File: src/rtl/gam_stream_sequencer_if.sv
// Stream sequencer bundle: input beats, memory-layer load/status, recall-unit
// result, result stream and status. Clock and reset are not part of the bundle.
//   slave  : sequencer view (consumes input beats, produces results/status)
//   master : environment view (drives beats, memory status, recall results)
interface gam_stream_sequencer_if #(
  parameter int VEC_W   = 64,
  parameter int CLASS_W = 32,
  parameter int CNT_W   = 16
);
  logic                     in_valid;
  logic                     in_ready;
  logic [VEC_W-1:0]         in_vec;
  logic [CLASS_W-1:0]       in_class;
  logic [1:0]               in_ctrl;
  logic                     in_eom;
  logic [VEC_W-1:0]         x;
  logic [CLASS_W-1:0]       c;
  logic                     learning_done;
  logic                     learning_recall;
  logic                     mem_load;
  logic                     mem_ready;
  logic                     recall_valid;
  logic [VEC_W-1:0]         recall_pattern;
  logic [CLASS_W-1:0]       recall_class;
  logic                     out_valid;
  logic                     out_ready;
  logic [CLASS_W+VEC_W-1:0] out_data;
  logic                     out_last;
  logic [CNT_W-1:0]         learn_count;
  logic [CNT_W-1:0]         recall_count;
  logic                     done;
  logic                     error;

  modport slave (
    input  in_valid, in_vec, in_class, in_ctrl, in_eom, mem_ready,
           recall_valid, recall_pattern, recall_class, out_ready,
    output in_ready, x, c, learning_done, learning_recall, mem_load,
           out_valid, out_data, out_last, learn_count, recall_count, done, error
  );

  modport master (
    output in_valid, in_vec, in_class, in_ctrl, in_eom, mem_ready,
           recall_valid, recall_pattern, recall_class, out_ready,
    input  in_ready, x, c, learning_done, learning_recall, mem_load,
           out_valid, out_data, out_last, learn_count, recall_count, done, error
  );
endinterface

File: src/rtl/gam_stream_sequencer.sv
// Sequences a beat stream through a learning phase (loading the memory layer)
// and a recall phase (collecting recall-unit results into an output FIFO).
// Ports:
//   clk   - sole clock, posedge
//   reset - synchronous, active-high
//   bus   - gam_stream_sequencer_if.slave: input beats, x/c/mem_load to the
//           memory layer, recall results in, FWFT result stream out, status
//
// state  | meaning
// LEARN  | accept learning beats while the memory layer is ready
// LWAIT  | memory layer absorbing the last load
// SWITCH | waiting for the ctrl=11 beat that starts recall
// RECALL | accept recall beats while the result FIFO has room
// RWAIT  | waiting for the recall unit result
// DRAIN  | emptying the FIFO until the last-flagged entry leaves
// DONE   | finished (or errored); holds until reset
module gam_stream_sequencer #(
  parameter int VEC_W     = 64,
  parameter int CLASS_W   = 32,
  parameter int OUT_DEPTH = 4,
  parameter int CNT_W     = 16
) (
  input  logic                  clk,
  input  logic                  reset,
  gam_stream_sequencer_if.slave bus
);
  localparam int AW = $clog2(OUT_DEPTH);
  localparam int EW = CLASS_W + VEC_W + 1;
  localparam logic [AW:0] FULL = (AW+1)'(OUT_DEPTH);

  typedef enum logic [2:0] {
    S_LEARN, S_LWAIT, S_SWITCH, S_RECALL, S_RWAIT, S_DRAIN, S_DONE
  } state_t;

  state_t               r_state;
  logic [VEC_W-1:0]     r_x;
  logic [CLASS_W-1:0]   r_c;
  logic                 r_learning_done;
  logic                 r_learning_recall;
  logic                 r_mem_load;
  logic                 r_eom;
  logic [CNT_W-1:0]     r_learn_count;
  logic [CNT_W-1:0]     r_recall_count;
  logic                 r_done;
  logic                 r_error;

  // Entry layout {class, pattern, last}
  logic [EW-1:0]        r_fifo [OUT_DEPTH];
  logic [AW-1:0]        r_wr_ptr;
  logic [AW-1:0]        r_rd_ptr;
  logic [AW:0]          r_count;

  logic                 w_in_ready;
  logic                 w_accept;
  logic                 w_push;
  logic                 w_pop;
  logic                 w_empty;
  logic [EW-1:0]        w_head;

  function automatic logic [CNT_W-1:0] sat_inc(input logic [CNT_W-1:0] v);
    return (v == '1) ? v : v + CNT_W'(1);
  endfunction

  assign w_empty  = (r_count == '0);
  assign w_head   = r_fifo[r_rd_ptr];
  assign w_pop    = !w_empty && bus.out_ready;
  // Room is guaranteed: RECALL only accepts when occupancy < depth.
  assign w_push   = (r_state == S_RWAIT) && bus.recall_valid;
  assign w_accept = bus.in_valid && w_in_ready;

  always_comb begin
    w_in_ready = 1'b0;
    case (r_state)
      S_LEARN:  w_in_ready = bus.mem_ready;
      S_SWITCH: w_in_ready = 1'b1;
      S_RECALL: w_in_ready = (r_count < FULL);
      default:  w_in_ready = 1'b0;
    endcase
    if (reset) w_in_ready = 1'b0;
  end

  always_ff @(posedge clk) begin
    if (reset) begin
      r_state           <= S_LEARN;
      r_x               <= '0;
      r_c               <= '0;
      r_learning_done   <= 1'b0;
      r_learning_recall <= 1'b0;
      r_mem_load        <= 1'b0;
      r_eom             <= 1'b0;
      r_learn_count     <= '0;
      r_recall_count    <= '0;
      r_done            <= 1'b0;
      r_error           <= 1'b0;
    end else begin
      r_mem_load <= 1'b0;
      case (r_state)
        S_LEARN: begin
          if (w_accept) begin
            if (bus.in_eom) begin
              r_error <= 1'b1;
              r_done  <= 1'b1;
              r_state <= S_DONE;
            end else begin
              r_x           <= bus.in_vec;
              r_c           <= bus.in_class;
              r_mem_load    <= 1'b1;
              r_learn_count <= sat_inc(r_learn_count);
              if (bus.in_ctrl[0]) r_learning_done <= 1'b1;
              r_state       <= S_LWAIT;
            end
          end
        end
        S_LWAIT: begin
          // mem_ready may still show the pre-load status while mem_load is high.
          if (bus.mem_ready && !r_mem_load)
            r_state <= r_learning_done ? S_SWITCH : S_LEARN;
        end
        S_SWITCH: begin
          if (w_accept) begin
            if (bus.in_eom) begin
              r_error <= 1'b1;
              r_done  <= 1'b1;
              r_state <= S_DONE;
            end else if (bus.in_ctrl == 2'b11) begin
              r_learning_recall <= 1'b1;
              r_state           <= S_RECALL;
            end
          end
        end
        S_RECALL: begin
          if (w_accept) begin
            r_x            <= bus.in_vec;
            r_recall_count <= sat_inc(r_recall_count);
            r_eom          <= bus.in_eom;
            r_state        <= S_RWAIT;
          end
        end
        S_RWAIT: begin
          if (bus.recall_valid) r_state <= r_eom ? S_DRAIN : S_RECALL;
        end
        S_DRAIN: begin
          if (w_pop && w_head[0]) begin
            r_done  <= 1'b1;
            r_state <= S_DONE;
          end
        end
        S_DONE: begin
          r_done <= 1'b1;
        end
        default: r_state <= S_LEARN;
      endcase
    end
  end

  // Pointers wrap naturally: depth is a power of two.
  always_ff @(posedge clk) begin
    if (reset) begin
      r_wr_ptr <= '0;
      r_rd_ptr <= '0;
      r_count  <= '0;
    end else begin
      if (w_push) begin
        r_fifo[r_wr_ptr] <= {bus.recall_class, bus.recall_pattern, r_eom};
        r_wr_ptr         <= r_wr_ptr + AW'(1);
      end
      if (w_pop) r_rd_ptr <= r_rd_ptr + AW'(1);
      case ({w_push, w_pop})
        2'b10:   r_count <= r_count + (AW+1)'(1);
        2'b01:   r_count <= r_count - (AW+1)'(1);
        default: r_count <= r_count;
      endcase
    end
  end

  assign bus.in_ready        = w_in_ready;
  assign bus.x               = r_x;
  assign bus.c               = r_c;
  assign bus.learning_done   = r_learning_done;
  assign bus.learning_recall = r_learning_recall;
  assign bus.mem_load        = r_mem_load;
  assign bus.out_valid       = !w_empty;
  assign bus.out_data        = w_head[EW-1:1];
  assign bus.out_last        = !w_empty && w_head[0];
  assign bus.learn_count     = r_learn_count;
  assign bus.recall_count    = r_recall_count;
  assign bus.done            = r_done;
  assign bus.error           = r_error;
endmodule

File: src/flat_wrapper.sv
// flat-port wrapper written by rule: the top's interface ports become plain ports
module gam_stream_sequencer_flat 
#(
  parameter int VEC_W     = 64,
  parameter int CLASS_W   = 32,
  parameter int OUT_DEPTH = 4,
  parameter int CNT_W     = 16
)
  (clk, reset, bus_in_valid, bus_in_vec, bus_in_class, bus_in_ctrl, bus_in_eom, bus_mem_ready, bus_recall_valid, bus_recall_pattern, bus_recall_class, bus_out_ready, bus_in_ready, bus_x, bus_c, bus_learning_done, bus_learning_recall, bus_mem_load, bus_out_valid, bus_out_data, bus_out_last, bus_learn_count, bus_recall_count, bus_done, bus_error);
  gam_stream_sequencer_if #(.VEC_W(VEC_W), .CLASS_W(CLASS_W), .CNT_W(CNT_W)) bus_i ();
  input  logic clk;
  input  logic reset;
  input wire logic [$bits(bus_i.in_valid)-1:0] bus_in_valid;
  input wire logic [$bits(bus_i.in_vec)-1:0] bus_in_vec;
  input wire logic [$bits(bus_i.in_class)-1:0] bus_in_class;
  input wire logic [$bits(bus_i.in_ctrl)-1:0] bus_in_ctrl;
  input wire logic [$bits(bus_i.in_eom)-1:0] bus_in_eom;
  input wire logic [$bits(bus_i.mem_ready)-1:0] bus_mem_ready;
  input wire logic [$bits(bus_i.recall_valid)-1:0] bus_recall_valid;
  input wire logic [$bits(bus_i.recall_pattern)-1:0] bus_recall_pattern;
  input wire logic [$bits(bus_i.recall_class)-1:0] bus_recall_class;
  input wire logic [$bits(bus_i.out_ready)-1:0] bus_out_ready;
  output wire logic [$bits(bus_i.in_ready)-1:0] bus_in_ready;
  output wire logic [$bits(bus_i.x)-1:0] bus_x;
  output wire logic [$bits(bus_i.c)-1:0] bus_c;
  output wire logic [$bits(bus_i.learning_done)-1:0] bus_learning_done;
  output wire logic [$bits(bus_i.learning_recall)-1:0] bus_learning_recall;
  output wire logic [$bits(bus_i.mem_load)-1:0] bus_mem_load;
  output wire logic [$bits(bus_i.out_valid)-1:0] bus_out_valid;
  output wire logic [$bits(bus_i.out_data)-1:0] bus_out_data;
  output wire logic [$bits(bus_i.out_last)-1:0] bus_out_last;
  output wire logic [$bits(bus_i.learn_count)-1:0] bus_learn_count;
  output wire logic [$bits(bus_i.recall_count)-1:0] bus_recall_count;
  output wire logic [$bits(bus_i.done)-1:0] bus_done;
  output wire logic [$bits(bus_i.error)-1:0] bus_error;
  assign bus_i.in_valid = bus_in_valid;
  assign bus_i.in_vec = bus_in_vec;
  assign bus_i.in_class = bus_in_class;
  assign bus_i.in_ctrl = bus_in_ctrl;
  assign bus_i.in_eom = bus_in_eom;
  assign bus_i.mem_ready = bus_mem_ready;
  assign bus_i.recall_valid = bus_recall_valid;
  assign bus_i.recall_pattern = bus_recall_pattern;
  assign bus_i.recall_class = bus_recall_class;
  assign bus_i.out_ready = bus_out_ready;
  assign bus_in_ready = bus_i.in_ready;
  assign bus_x = bus_i.x;
  assign bus_c = bus_i.c;
  assign bus_learning_done = bus_i.learning_done;
  assign bus_learning_recall = bus_i.learning_recall;
  assign bus_mem_load = bus_i.mem_load;
  assign bus_out_valid = bus_i.out_valid;
  assign bus_out_data = bus_i.out_data;
  assign bus_out_last = bus_i.out_last;
  assign bus_learn_count = bus_i.learn_count;
  assign bus_recall_count = bus_i.recall_count;
  assign bus_done = bus_i.done;
  assign bus_error = bus_i.error;
  gam_stream_sequencer #(.VEC_W(VEC_W), .CLASS_W(CLASS_W), .OUT_DEPTH(OUT_DEPTH), .CNT_W(CNT_W)) u_core (.clk(clk), .reset(reset), .bus(bus_i));
endmodule
File: config.mk
export PLATFORM = sky130hd
export DESIGN_NAME = gam_stream_sequencer_flat
export DESIGN_NICKNAME = d
export VERILOG_FILES = /design/src/rtl/gam_stream_sequencer_if.sv /design/src/rtl/gam_stream_sequencer.sv /design/src/flat_wrapper.sv
export SDC_FILE = /design/constraint.sdc
export NUM_CORES = 1
export LEC_CHECK = 0
export CAP_MARGIN = 20
export CORE_UTILIZATION = 46
export CTS_BUF_LIST = sky130_fd_sc_hd__clkbuf_16
export CTS_CLUSTER_DIAMETER = 100
export DETAILED_ROUTE_END_ITERATION = 8
export PLACE_DENSITY = 0.77
export SYNTH_ARGS = -nofsm -noshare
export SYNTH_HDL_FRONTEND = slang
export SYNTH_SLANG_ARGS = --single-unit
File: constraint.sdc
create_clock -name clk -period 3.5 [get_ports clk]
set_input_delay 0.35 -clock clk [delete_from_list [all_inputs] [get_ports clk]]
set_output_delay 0.35 -clock clk [all_outputs]
set_load 0.01 [all_outputs]
Yosys cells after proc, flatten, opt, wreduce, memory -nomap -nowiden
Memories as Yosys holds them, arrays and structs flattened. A register that Yosys moved wholly into a read port is not among the register bits. Index checks and enable logic that the tools add are counted.

Magnitude comparators: 1. $add $sub $neg: 6. Mux-type cells: 29. Reductions and logical operators: 25. Bitwise operators: 6. Equality and inequality tests: 21.

Operators by type and width (number): 2-to-1 mux 64 bit (3); case mux 64 bit (2 select lines) (1); adder 16 x 1 -> 16 bit, second input constant (2); == test 16 bit, second input constant (2); 2-to-1 mux 3 bit (10); case mux 3 bit (7 select lines) (1); AND reduction 4 bit (5); inequality test 2 x 1 -> 1 bit, second input constant (7); == test 3 bit, second input constant (3); AND reduction 3 bit (3); 2-to-1 mux 1 bit (8); AND reduction 8 bit (1); == test 3 x 2 -> 1 bit, second input constant (2); logical AND 1 bit (6); logical NOT 3 bit (2); 2-to-1 mux 2 bit (3); inverter 1 bit (6); case mux 1 bit (3 select lines) (2); case mux 3 bit (2 select lines) (1); adder 2 x 1 -> 2 bit, second input constant (2); == test 2 bit, second input constant (2); inequality test 2 bit, second input constant (2); nonzero test 2 bit (2); adder 3 x 1 -> 3 bit, second input constant (1); 10 further kinds (11).

Memories: 1. Output and inout bits: 232. Bits in registers: 144. Memory bits (writable): 388.

Memory list: u_core.r_fifo (depth 4, width 97, read ports 1, clocked after memory_dff 1, wr ports 1, RTL line gam_stream_sequencer.sv:48) `logic [EW-1:0] r_fifo [OUT_DEPTH];`.

Longest topological paths before layout
Gate-level depths: netlist (run 1).

Depth after elaboration: 6. Gate-level depth with buffers: 8. Mapped depth without buffers: 8.

Worst setup path after synthesis (run 1)
OpenSTA, ideal clock, no wires.

Path kind: reg2reg. Start: reg u_core.r_state[2]. End: mem u_core.r_fifo[0][0] (netlist name), enable pin. Setup time: 0.467 ns. Cell stages (with the launch flop): 5. Data required time: 3.033 ns. Clock period less this slack: 3.645 ns. Arrival time: 3.178 ns. Path buffers: 1. Setup slack: -0.145 ns. Path through: dfxtp_1 -> buf_2 -> nand3_1 -> nor2_1 -> and2_1.

Longest elaborated chain between the ends: 5.

RTL lines: start, declared (RTL line gam_stream_sequencer.sv:35) `state_t r_state;`; start signal, assigned (RTL line gam_stream_sequencer.sv:117) `r_state <= r_learning_done ? S_SWITCH : S_LEARN;`; start signal, assigned (RTL line gam_stream_sequencer.sv:140) `if (bus.recall_valid) r_state <= r_eom ? S_DRAIN : S_RECALL;`; == test 3 bit (RTL line gam_stream_sequencer.sv:68) `assign w_push = (r_state == S_RWAIT) && bus.recall_valid;`; logical AND 1 bit (RTL line gam_stream_sequencer.sv:68); 2-to-1 mux 1 bit (RTL line gam_stream_sequencer.sv:163) `if (w_push) begin`; 2-to-1 mux 1 bit (RTL line gam_stream_sequencer.sv:158) `if (reset) begin`; 2-to-1 mux 1 bit (implied by the code) (RTL line gam_stream_sequencer.sv:164) `r_fifo[r_wr_ptr] <= {bus.recall_class, bus.recall_pattern, r_eom};`; end, declared (RTL line gam_stream_sequencer.sv:48).

No other way between the ends.

==> results.sh, run 1 <==
export IMPL_postRouteAntennaNets=0
export IMPL_finalClockSkew_ns=0.01399
export IMPL_core_um2=42130
export IMPL_fmax_mhz=325.1
export IMPL_cts_tree="built"
export IMPL_synth_xor_area_share_pct=1.330
export IMPL_clk_pin_slew_worst_paths_ns=0.06
export IMPL_critPathCaptureType="output pin"
export IMPL_gp_congestion=0.8551
export IMPL_yosys_area_share_simple_pct=7.794
export IMPL_cts_hold_buf=0
export IMPL_grt_overflow=0
export IMPL_synth_top_family_by_area="multiplexers"
export IMPL_postSynthCellCount=1219
export IMPL_grtUsageTotal_pct=21.74
export IMPL_reg2reg_depth=5
export IMPL_power_density_nw_per_um2=564.7
export IMPL_wirelength_um=47370
export IMPL_fill_cells=2989
export IMPL_slew_headroom_pct=47.22
export IMPL_initial_core_util_pct=46.90
export IMPL_regToRegSetupSlack_ns=1.17
export IMPL_cap_violations=0
export IMPL_cts_htree_levels=2
export IMPL_fin_setup_tns_ns=0
export IMPL_netlist_top_cells_area="edfxtp_1 (59%), dfxtp_1 (15%), mux4_2 (11%)"
export IMPL_yosysTopAreaCell="edfxtp_1"
export IMPL_final_cell_mix="clkdlybuf4s50_1 (431), edfxtp_1 (388), nand2_1 (206)"
export IMPL_slew_viol_final=0
export IMPL_viasPerCell=5.330
export IMPL_cts_root_buf="clkbuf_16"
export IMPL_crit_type="reg2out"
export IMPL_die_x_um=209.3
export IMPL_syn_nets=1428
export IMPL_final_common_cell="clkdlybuf4s50_1"
export IMPL_synth_adder_area_share_pct=0.5445
export IMPL_syn_avg_cell_area_um2=16.21
export IMPL_drc=0
export IMPL_worst_ep_arrival_time_ns=2.73
export IMPL_rsz0062_at_grt="no"
export IMPL_drt_iter0_drc=776
export IMPL_ys_seq_area_share_pct=73.74
export IMPL_finalCritPeriodShare_pct=87.88
export IMPL_hold_path_class="in2reg"
export IMPL_syn2layout_area_growth_pct=34.45
export IMPL_antenna_found_initial=6
export IMPL_avgRoutedWirePerCell_um=20.99
export IMPL_synth_warnings=0
export IMPL_crit_path_start_kind="flip-flop"
export IMPL_synth_seq_cells=534
export IMPL_finalHoldViolCount=0
export IMPL_fp_dieH_um=209.3
export IMPL_drive_gt1_share_pct=12.78
export IMPL_drtPass1Iterations=5
export IMPL_synth_top_cell_area_share_pct=58.96
export IMPL_crit_path_max_fanout=25
export IMPL_worst_pin_slew_ns=0.7852
export IMPL_reg2reg_from="u_core.r_state[0]$_SDFFE_PP0P_"
export IMPL_status="complete, no violations"
export IMPL_cts_buffers=53
export IMPL_ys_types=50
export IMPL_synth_edf_count=388
export IMPL_dp_hpwl_um=32080
export IMPL_post_cts_buffers=0
export IMPL_first_global_vias=12300
export IMPL_postSynth_asyncResetShare_pct=0
export IMPL_peakVddDrop_mv=0.4519
export IMPL_synth_compound_area_share_pct=3.640
export IMPL_grt_pass1_wl_um=71860
export IMPL_cts_buffer_depth=3
export IMPL_syn_area_um2=19760
export IMPL_setup_worst_path_end="bus_out_data[60]"
export IMPL_cp_required_ns=3.15
export IMPL_setup_viol=0
export IMPL_portBuffers=432
export IMPL_cts_sinks=534
export IMPL_grt_max_degree=122
export IMPL_p_total_mw=15.00
export IMPL_die_area_um2=43800
export IMPL_reg2reg_to="u_core.r_fifo[0][20]$_DFFE_PP_"
export IMPL_p_leak_nw=8.516
export IMPL_insertion_delay_ns=0.59
export IMPL_yosys_mux_area_fraction_pct=11.31
export IMPL_ctsResizeCount=0
export IMPL_layout_nets=1879
export IMPL_period_minus_slack_ns=3.076
export IMPL_yosys_most_used_dff="edfxtp_1"
export IMPL_num_rows=75
export IMPL_pin_count=433
export IMPL_vias=12030
[through the flow]
step           utilization [%]  cells  worst slack (ns)  hold slack [ns]  cell area, um2
5_1_grt                  63.04   2254            0.2246           0.1523           26560
4_1_cts                  63.03   2252            0.2836           0.1256           26560
3_5_place_dp             59.06   2154            0.9496           0.4441           24880
6_report                 63.06   2257            0.4242           0.1743           26570
3_3_place_gp             59.06   2154            0.9449           0.4399           24880
2_1_floorplan                -   1219            0.9324           0.4489           19770
[metal layers]
layer  global-route usage [%]  wire [um]
met3                    6.479       4226
met1                    27.01      18320
met2                    36.15      23350
met5                        0         27
met4                    7.885       1441
[layout make-up]
| class | count | area (um2) | area share (%) |
|---|---|---|---|
| diodes | 5 | 12.51 | 0.04709 |
| clock buffers | 53 | 1326 | 4.992 |
| clock inverters | 45 | 347.8 | 1.309 |
| inverters | 11 | 41.29 | 0.1554 |
| multi-input cells | 610 | 4880 | 18.37 |
| flip-flops and latches | 534 | 14580 | 54.88 |
| well taps | 539 | 674.4 | 2.538 |
| repair buffers | 460 | 4707 | 17.72 |
[cells in the mapped netlist, drive strengths merged (6+ instances only)]
cell,count
nor2,54
nor4,8
ha,7
a211oi,6
a21oi,106
nand4,10
clkbuf,30
xor2,7
and2,10
inv,11
nor3,6
edfxtp,388
nand3,15
nand2,207
and4,6
xnor2,23
dfxtp,146
buf,34
nor4b,7
mux4,97
[worst max-delay path: stages (launching register included)]
cell	delay, ns
dfxtp_4	0.69
buf_4	0.36
mux4_2	0.56
clkdlybuf4s50_1	0.50
[power breakdown]
part           internal [mW]  switching [mW]
clock                   3.12            2.33
sequential              6.96           0.165
combinational           1.37            1.05
[flip-flops by register name, indices dropped and copies added, names as in the netlist, 2 cells and up, named ones only]
name	cells
u_core.bus.c	32
u_core.bus.learn_count	16
u_core.bus.recall_count	16
u_core.bus.x	64
u_core.r_count	3
u_core.r_fifo	388
u_core.r_rd_ptr	2
u_core.r_state	3
u_core.r_wr_ptr	2
[logic make-up after synthesis]
logic type / Yosys count
flops: 534
simple gates: 341
compound gates: 129
mux: 102
buf+inv: 75
xor+xnor: 30
fa+ha+maj: 8
[how the worst min path moves through the flow]
stage	cells past startpoint	to	startpoint	slack [ns]
CTS	2	u_core.bus.c[1]$_SDFFE_PP0P_	reset	0.13
floorplan	0	u_core.r_fifo[0][10]$_DFFE_PP_	bus_recall_pattern[9]	0.45
finish	2	u_core.bus.c[11]$_SDFFE_PP0P_	reset	0.17
global placement	2	u_core.bus.x[29]$_SDFFE_PP0P_	u_core.bus.x[29]$_SDFFE_PP0P_	0.44
detailed placement	2	u_core.bus.x[34]$_SDFFE_PP0P_	u_core.bus.x[34]$_SDFFE_PP0P_	0.44
global route	2	u_core.bus.c[9]$_SDFFE_PP0P_	reset	0.15
Power figures use the tool's default switching activity.
==> run 2, diff against run 1 <==
--- a/config.mk
+++ b/config.mk
@@ -10,7 +10,7 @@
 export CTS_BUF_LIST = sky130_fd_sc_hd__clkbuf_16
 export CTS_CLUSTER_DIAMETER = 100
 export DETAILED_ROUTE_END_ITERATION = 8
-export PLACE_DENSITY = 0.77
+export PLACE_DENSITY_LB_ADDON = 0.1
 export SYNTH_ARGS = -nofsm -noshare
 export SYNTH_HDL_FRONTEND = slang
 export SYNTH_SLANG_ARGS = --single-unit
==> results.sh, run 2 (synthesized netlist as in run 1, its figures left out) <==
export IMPL_insertion_delay_ns=0.59
export IMPL_die_x_um=209.3
export IMPL_worst_pin_slew_ns=0.8349
export IMPL_finalCritPeriodShare_pct=86.48
export IMPL_clk_pin_slew_worst_paths_ns=0.06
export IMPL_cts_sinks=534
export IMPL_cts_tree="built"
export IMPL_syn2layout_area_growth_pct=34.04
export IMPL_hold_path_class="in2reg"
export IMPL_grt_max_degree=76
export IMPL_power_density_nw_per_um2=561.8
export IMPL_portBuffers=432
export IMPL_avgRoutedWirePerCell_um=20.71
export IMPL_dp_hpwl_um=30880
export IMPL_largest_register="u_core.r_fifo"
export IMPL_ctsResizeCount=0
export IMPL_fmax_mhz=330.4
export IMPL_wirelength_um=46620
export IMPL_crit_path_max_fanout=32
export IMPL_antenna_found_initial=2
export IMPL_seq_area_um2=14580
export IMPL_stdcell_area_um2=26490
export IMPL_cp_required_ns=3.15
export IMPL_period_minus_slack_ns=3.027
export IMPL_status="complete, no violations"
export IMPL_layout_nets=1875
export IMPL_setup_viol=0
export IMPL_cts_htree_levels=2
export IMPL_drt_iter0_drc=731
export IMPL_drtPass1Iterations=5
export IMPL_peakVddDrop_mv=0.3126
export IMPL_cts_hold_buf=0
export IMPL_final_cell_mix="clkdlybuf4s50_1 (431), edfxtp_1 (388), nand2_1 (206)"
export IMPL_pin_count=433
export IMPL_dpl_cell_area_um2=24820
export IMPL_cts_buffer_depth=3
export IMPL_first_global_vias=12080
export IMPL_fin_setup_tns_ns=0
export IMPL_cap_violations=0
export IMPL_drive_gt1_share_pct=12.98
export IMPL_num_rows=75
export IMPL_crit_path_start_kind="flip-flop"
export IMPL_grt_pass1_wl_um=71080
export IMPL_initial_core_util_pct=46.90
export IMPL_die_area_um2=43800
export IMPL_finalClockSkew_ns=0.006274
export IMPL_critPathCaptureType="output pin"
export IMPL_slew_headroom_pct=43.88
export IMPL_worst_ep_arrival_time_ns=2.68
export IMPL_grt_overflow=0
export IMPL_fp_dieH_um=209.3
export IMPL_final_common_cell="clkdlybuf4s50_1"
export IMPL_postRouteAntennaNets=0
export IMPL_drc=0
export IMPL_vias=11790
export IMPL_grtUsageTotal_pct=21.40
export IMPL_multi_input_area_um2=4880
export IMPL_fill_cells=3131
export IMPL_largest_reg_flops=388
export IMPL_p_leak_nw=8.445
export IMPL_post_cts_buffers=0
export IMPL_crit_type="reg2out"
export IMPL_core_um2=42130
export IMPL_viasPerCell=5.239
export IMPL_rsz0062_at_grt="no"
export IMPL_cts_buffers=54
export IMPL_cts_root_buf="clkbuf_16"
export IMPL_slew_viol_final=0
export IMPL_gp_congestion=0.7876
export IMPL_finalHoldViolCount=0
run 2: cell types whose count changed in the layout (fill, tap and decap cells not counted), sizes merged:
cell      previous run  this run
inv                 26        18
clkinv              24        31
buf                 29        24
clkinvlp             1         5
bufinv               5         2
diode                5         2
clkbuf              53        55
run 2: worst max-delay path, cell delays in order, from the launching register on:
cell	delay (ns)
dfxtp_4	0.63
buf_12	0.32
mux4_2	0.53
clkdlybuf4s50_1	0.59
run 2: layout make-up:
class	count	area share, %
Sequential cell	534	55.04
Multi-Input combinational cell	610	18.42
Timing Repair Buffer	455	17.53
Clock buffer	55	5.196
Tap cell	539	2.546
Clock inverter	45	1.086
Inverter	11	0.1559
Antenna cell	2	0.01889
run 2: routing by layer:
metal  track usage (%)  part of all wire, %  vias to the layer above
li1                  -                    -                     5503
met1             27.77                   41                     5836
met2             34.62                   48                      382
met3             7.467                  9.3                       69
met4             5.096                  1.8                        4
met5                 0                0.058                        -
run 2: worst paths after layout:
path	startpoint	to	slack [ns]	cells past startpoint
setup / recovery	flip-flop	bus_out_data[41]	0.47	3
hold / removal	reset	u_core.bus.recall_count[7]$_SDFFE_PP0P_	0.15	2
setup reg to reg	u_core.r_state[2]$_SDFFE_PP0P_	u_core.bus.x[7]$_SDFFE_PP0P_	1.08	6
hold reg to reg	u_core.bus.x[37]$_SDFFE_PP0P_	u_core.bus.x[37]$_SDFFE_PP0P_	0.45	2
run 2: stage by stage:
stage / worst slack [ns] / hold WS (ns) / instances / power, mW / utilization, %
4_1_cts: 0.3415 / 0.1066 / 2249 / 15.08 / 62.86
3_3_place_gp: 0.8324 / 0.4374 / 2149 / 9.660 / 58.91
6_report: 0.4732 / 0.1544 / 2251 / 14.88 / 62.87
5_1_grt: 0.2469 / 0.1315 / 2249 / 15.49 / 62.86
3_5_place_dp: 0.7884 / 0.4452 / 2149 / 9.680 / 58.91
2_1_floorplan: 0.9324 / 0.4489 / 1219 / 8.458 / -
run 2: where the power goes:
part           internal, mW  leakage, nW  total (mW)  switching, mW
clock                  3.01        0.839        5.37           2.37
combinational          1.35         2.93        2.39           1.04
sequential             6.96         4.68        7.12          0.156
==> RTL edit 1 (settings of run 2) <==
`CNT_W` is set to 16 in 3 places; all go to 32.
--- a/src/rtl/gam_stream_sequencer_if.sv
+++ b/src/rtl/gam_stream_sequencer_if.sv
@@ -6,5 +6,5 @@
   parameter int VEC_W   = 64,
   parameter int CLASS_W = 32,
-  parameter int CNT_W   = 16
+  parameter int CNT_W   = 32
 );
   logic                     in_valid;
--- a/src/rtl/gam_stream_sequencer.sv
+++ b/src/rtl/gam_stream_sequencer.sv
@@ -19,5 +19,5 @@
   parameter int CLASS_W   = 32,
   parameter int OUT_DEPTH = 4,
-  parameter int CNT_W     = 16
+  parameter int CNT_W     = 32
 ) (
   input  logic                  clk,
--- a/src/flat_wrapper.sv
+++ b/src/flat_wrapper.sv
@@ -5,5 +5,5 @@
   parameter int CLASS_W   = 32,
   parameter int OUT_DEPTH = 4,
-  parameter int CNT_W     = 16
+  parameter int CNT_W     = 32
 )
   (clk, reset, bus_in_valid, bus_in_vec, bus_in_class, bus_in_ctrl, bus_in_eom, bus_mem_ready, bus_recall_valid, bus_recall_pattern, bus_recall_class, bus_out_ready, bus_in_ready, bus_x, bus_c, bus_learning_done, bus_learning_recall, bus_mem_load, bus_out_valid, bus_out_data, bus_out_last, bus_learn_count, bus_recall_count, bus_done, bus_error);
Ports: changed (resized bus_learn_count and bus_recall_count); port bits go from 433 to 465. The function was not compared with the original's and may differ.
==> RTL edit 1 against run 2 <==
Synthesized cell count is 16% higher; total power is 1.5% higher; cell area is 7.8% higher; synthesized area is 7.5% higher; global-route usage is 0.91 points higher; die area is 7.4% higher; wire length is 13% higher; highest routed layer unchanged; sequential cell count is 32 higher; sequential power is 4.8% higher; worst setup slack better by 0.055 ns; register-to-register slack worse by 0.14 ns.
==> RTL edit 1: results (changes against run 2) <==
Status
  • Status: finished clean (unchanged)

Finish
  • Filler Cell Count: 3478 (was 3131)
  • Max reg flops: 388 (unchanged)
  • Layout Nets: 2105 (was 1875)
  • Layout cell share with drive strength beyond 1: 11.3% (was 13.0%)
  • Largest Register: u_core.r_fifo (unchanged)

Placed design
  • PortBufs: 464 (was 432)
  • Post-DP HPWL: 35600 um (was 30900 um)
  • Gpl congestion: 0.835 (was 0.788)

Global routing
  • Largest net degree at the start of global routing: 86 (was 76)
  • First-pass GRT wire length: 79900 um (was 71100 um)
  • Gr usage total: 22.3% (was 21.4%)
  • Initial antenna violation count: 6 (was 2)
  • Vias in the first global route: 13500 (was 12100)

Detailed routing
  • Pre-antenna DRT Iters: 6 (was 5)
  • DR vias: 13400 (was 11800)
  • Drt wl/cell: 20.7 um (about the same)
  • Initial DRC count: 829 (was 731)
  • Post-route ant nets: 0 (unchanged)

Clocking
  • Clock Latency Late Sink: 0.59 ns (about the same)
  • Worst-path clk slew: 0.07 ns
  • Post-CTS Setup Bufs: 0 (unchanged)
  • TritonCTS Buffers: 56 (was 54)
  • Clk root buf: clkbuf_16 (unchanged)

Worst setup path
  • Max FO, Critical Path: 15 (was 32)
  • Slowest CP cell: mux4_2 (was dfxtp_4)
  • Crit path largest cell delay: 0.56 ns (was 0.63 ns)
  • Setup slack, reg-to-reg: 0.94 ns (was 1.08 ns)

Synthesis
  • Top cell type's share of synthesized area: 54.8% (was 59.0%)
  • Top cell types by occurrence after synthesis: edfxtp_1, nand2_1, dfxtp_1, a21oi_1, mux4_2 (unchanged)
  • Post-synth EDFFs: 388 (unchanged)
  • Area contributors post-synth: edfxtp_1, dfxtp_1, mux4_2, nand2_1, a21oi_1 (unchanged)
  • Asr flop ratio synth: 0% (unchanged)
  • Synth warn: 0 (unchanged)
  • Sequential share of the synthesized area: 71.6% (was 73.7%)
  • Post-Syn Nets: 1620 (was 1428)
  • Cell variety after synth: 50 (unchanged)

Pwr
  • Leak: 0.00916 uW (was 0.00844 uW)
  • Peak supply drop: 364 uV (was 313 uV)

Hold path
  • Worst hold path type: input pin to register (unchanged)
  • Hold path depth: 2 (unchanged)

Timing
  • Final Skew: 0.0129 ns (was 0.00627 ns)
  • Slew margin rel.: 36.8% (was 43.9%)
RTL edit 1: changes by cell type after synthesis, moves of 9 or more:
cell,change
dfxtp_1,+32
buf_2,-26
clkbuf_1,+24
nor2_1,+24
nand2_1,+23
nand4_1,+22
xor2_1,+21
a21oi_1,+13
or3_1,+12
and3_1,+11
o21ai_0,+10
nor3_1,+9
RTL edit 1: cell families after synthesis:
| logic type | after synthesis | synth area share [%] |
|---|---|---|
| AOI/OAI and AO/OA | 152 | 3.84 |
| muxes | 100 | 10.4 |
| and+or+nand+nor | 456 | 10.1 |
| adders and majority gates | 8 | 0.506 |
| buffers and inverters | 78 | 1.40 |
| xor gates and xnor gates | 51 | 2.10 |
| DFF | 566 | 71.6 |
RTL edit 1: power by group:
| group | total [uW] | internal (uW) | switching, uW |
|---|---|---|---|
| clock network | 5600 | 3130 | 2470 |
| registers | 7460 | 7330 | 131 |
| logic | 2050 | 1120 | 927 |
| total | 15100 | 11600 | 3530 |
RTL edit 1: final timing paths:
kind / start / endpoint
max: register / bus_out_data[11]
min: reset / u_core.bus.recall_count[3]
max reg2reg: u_core.r_state[2] / u_core.r_fifo[2][38]
min reg2reg: u_core.bus.x[50] / u_core.bus.x[50]
RTL edit 1: per-layer routing:
metal | track usage (%) | routed length [um] | vias to the layer above
li1 | - | - | 6271
met5 | 0 | 13 | -
met4 | 7.70 | 1600 | 2
met2 | 35.9 | 25700 | 436
met1 | 28.3 | 21200 | 6645
met3 | 7.39 | 4260 | 81
RTL edit 1: area by class of cell:
| cell class | instances | area share [%] |
|---|---|---|
| sequential | 566 | 53.3 |
| multi-input combinational | 767 | 20.2 |
| timing repair buffer | 493 | 17.7 |
| tap | 600 | 2.63 |
| clock buffer | 58 | 5.08 |
| clock inverter | 43 | 0.942 |
| antenna | 5 | 0.0438 |
| inverter | 12 | 0.158 |
RTL edit 1: through the flow:
step | instance area (um^2) | hold slack [ns] | worst slack [ns] | std cells
after global placement | 26800 | 0.437 | 0.709 | 2438
after global routing | 28600 | 0.148 | 0.389 | 2541
final | 28600 | 0.157 | 0.528 | 2544
after floorplan | 21300 | 0.449 | 0.789 | 1411
after CTS | 28600 | 0.125 | 0.417 | 2539
after detailed placement | 26800 | 0.442 | 0.717 | 2438
==> RTL edit 2 (settings of run 2) <==
Without the edit above. Re-encode `state_t` (7 states) as one-hot, 7 bits wide.
--- a/src/rtl/gam_stream_sequencer.sv
+++ b/src/rtl/gam_stream_sequencer.sv
@@ -29,6 +29,6 @@
   localparam logic [AW:0] FULL = (AW+1)'(OUT_DEPTH);
 
-  typedef enum logic [2:0] {
-    S_LEARN, S_LWAIT, S_SWITCH, S_RECALL, S_RWAIT, S_DRAIN, S_DONE
+  typedef enum logic [6:0] {
+    S_LEARN = 7'b0000001, S_LWAIT = 7'b0000010, S_SWITCH = 7'b0000100, S_RECALL = 7'b0001000, S_RWAIT = 7'b0010000, S_DRAIN = 7'b0100000, S_DONE = 7'b1000000
   } state_t;
 
Function: no difference found for any inputs over 4 cycles, from zero or initial values and one cycle with reset high; so few cycles prove little.
==> RTL edit 2 against run 2 <==
Sequential cell count rose by 4; cell area increased by 3.1%; synthesized area rose by 2.8%; worst setup slack got worse by 0.28 ns; wire length up 6.9%; sequential share of layout area down 1.4 points; via count grew 6.9%; critical endpoint is now bus_in_ready; largest cell class unchanged.
Power is not compared: it rests on default switching activity, and its combinational part moved more than twofold at a synthesized area within 25%.
==> RTL edit 2: results (changes against run 2) <==
Status
  • Status: finished clean (unchanged)

Synthesis
  • Post-synthesis register bit count: 538 (was 534)
  • Adder-Cell Fraction of Synth Area: 0.530% (was 0.544%)
  • Sequential share of the synthesized area: 72.1% (was 73.7%)
  • Cell variety after synth: 62 (was 50)
  • Mux cell area share after synthesis: 11.6% (was 11.3%)
  • Synth Area in Compound Gates: 5.11% (was 3.64%)
  • Top cell types by occurrence after synthesis: edfxtp_1, nand2_1, dfxtp_1, a21oi_1, mux4_2 (unchanged)
  • Post-Syn Nets: 1496 (was 1428)
  • Xor/xnor cell area share of the yosys netlist: 0.302% (was 1.33%)

Detailed routing
  • Drt total wl: 49900 um (was 46600 um)
  • Initial DRC count: 802 (was 731)
  • Vias/cell: 5.32 (was 5.24)
  • Pre-antenna DRT Iters: 4 (was 5)

Finish
  • Seq area share: 53.7% (was 55.0%)
  • Finished layout cell area: 0.0273 mm^2 (was 0.0265 mm^2)
  • Comb_multi_in: 666 (was 610)
  • Layout Nets: 1949 (was 1875)
  • Layout cell share with drive strength beyond 1: 14.5% (was 13.0%)
  • Clk tree area frac: 6.47% (was 6.28%)
  • Clkbuf count: 56 (was 55)
  • Largest Register: u_core.r_fifo (unchanged)
  • Area of the multi-input gates: 0.00533 mm^2 (was 0.00488 mm^2)
  • NonClk Buf Share: 17.5% (about the same)
  • Filler Cell Count: 3249 (was 3131)

Placed design
  • Gpl congestion: 0.855 (was 0.788)
  • Worst slack, placed: 0.564 ns (was 0.788 ns)
  • Post-DP HPWL: 33800 um (was 30900 um)
  • Placed cell area: 0.0255 mm^2 (was 0.0248 mm^2)

Global routing
  • Largest net degree at the start of global routing: 165 (was 76)
  • Initial antenna violation count: 9 (was 2)
  • First-pass GRT wire length: 73900 um (was 71100 um)
  • Gr usage total: 22.0% (was 21.4%)
  • Vias in the first global route: 12600 (was 12100)

Worst setup path
  • CP arrival: 2.95 ns (was 2.68 ns)
  • Max FO, Critical Path: 10 (was 32)

Clocking
  • TritonCTS Buffers: 55 (was 54)

Timing
  • Least-Margin Pin Slew: 0.969 ns (was 0.835 ns)
  • Final Skew: 0.0192 ns (was 0.00627 ns)

Floorplanning
  • Die footprint: 0.0450 mm^2 (was 0.0438 mm^2)
RTL edit 2: worst paths after layout:
path	start	end	slack (ns)	cells past startpoint
worst max-delay path	u_core.r_state[4]	bus_in_ready	0.20	4
worst min register to register	u_core.bus.c[6]	u_core.bus.c[6]	0.45	2
worst min-delay path	bus_in_vec[9]	u_core.bus.x[9]	0.30	3
worst max register to register	u_core.r_state[2]	u_core.r_fifo[2][12]	0.56	7
RTL edit 2: metrics by stage:
stage	instances	power (uW)
2_1_floorplan	1287	7490
3_3_place_gp	2268	8040
3_5_place_dp	2268	8050
4_1_cts	2370	13800
5_1_grt	2371	14100
6_report	2373	13600
RTL edit 2: layer usage:
layer	part of all wire (%)	wire (um)	track usage [%]
met1	40	20000	27.2
met2	48	24200	35.8
met3	8.6	4280	7.92
met4	2.7	1340	7.37
met5	0.20	98	0
RTL edit 2: critical path, stage by stage (launching register included):
cell and delay [ns]:
dfxtp_1 0.37, or3_1 0.54, or3_1 0.50, a21oi_1 0.33, clkdlybuf4s50_1 0.60
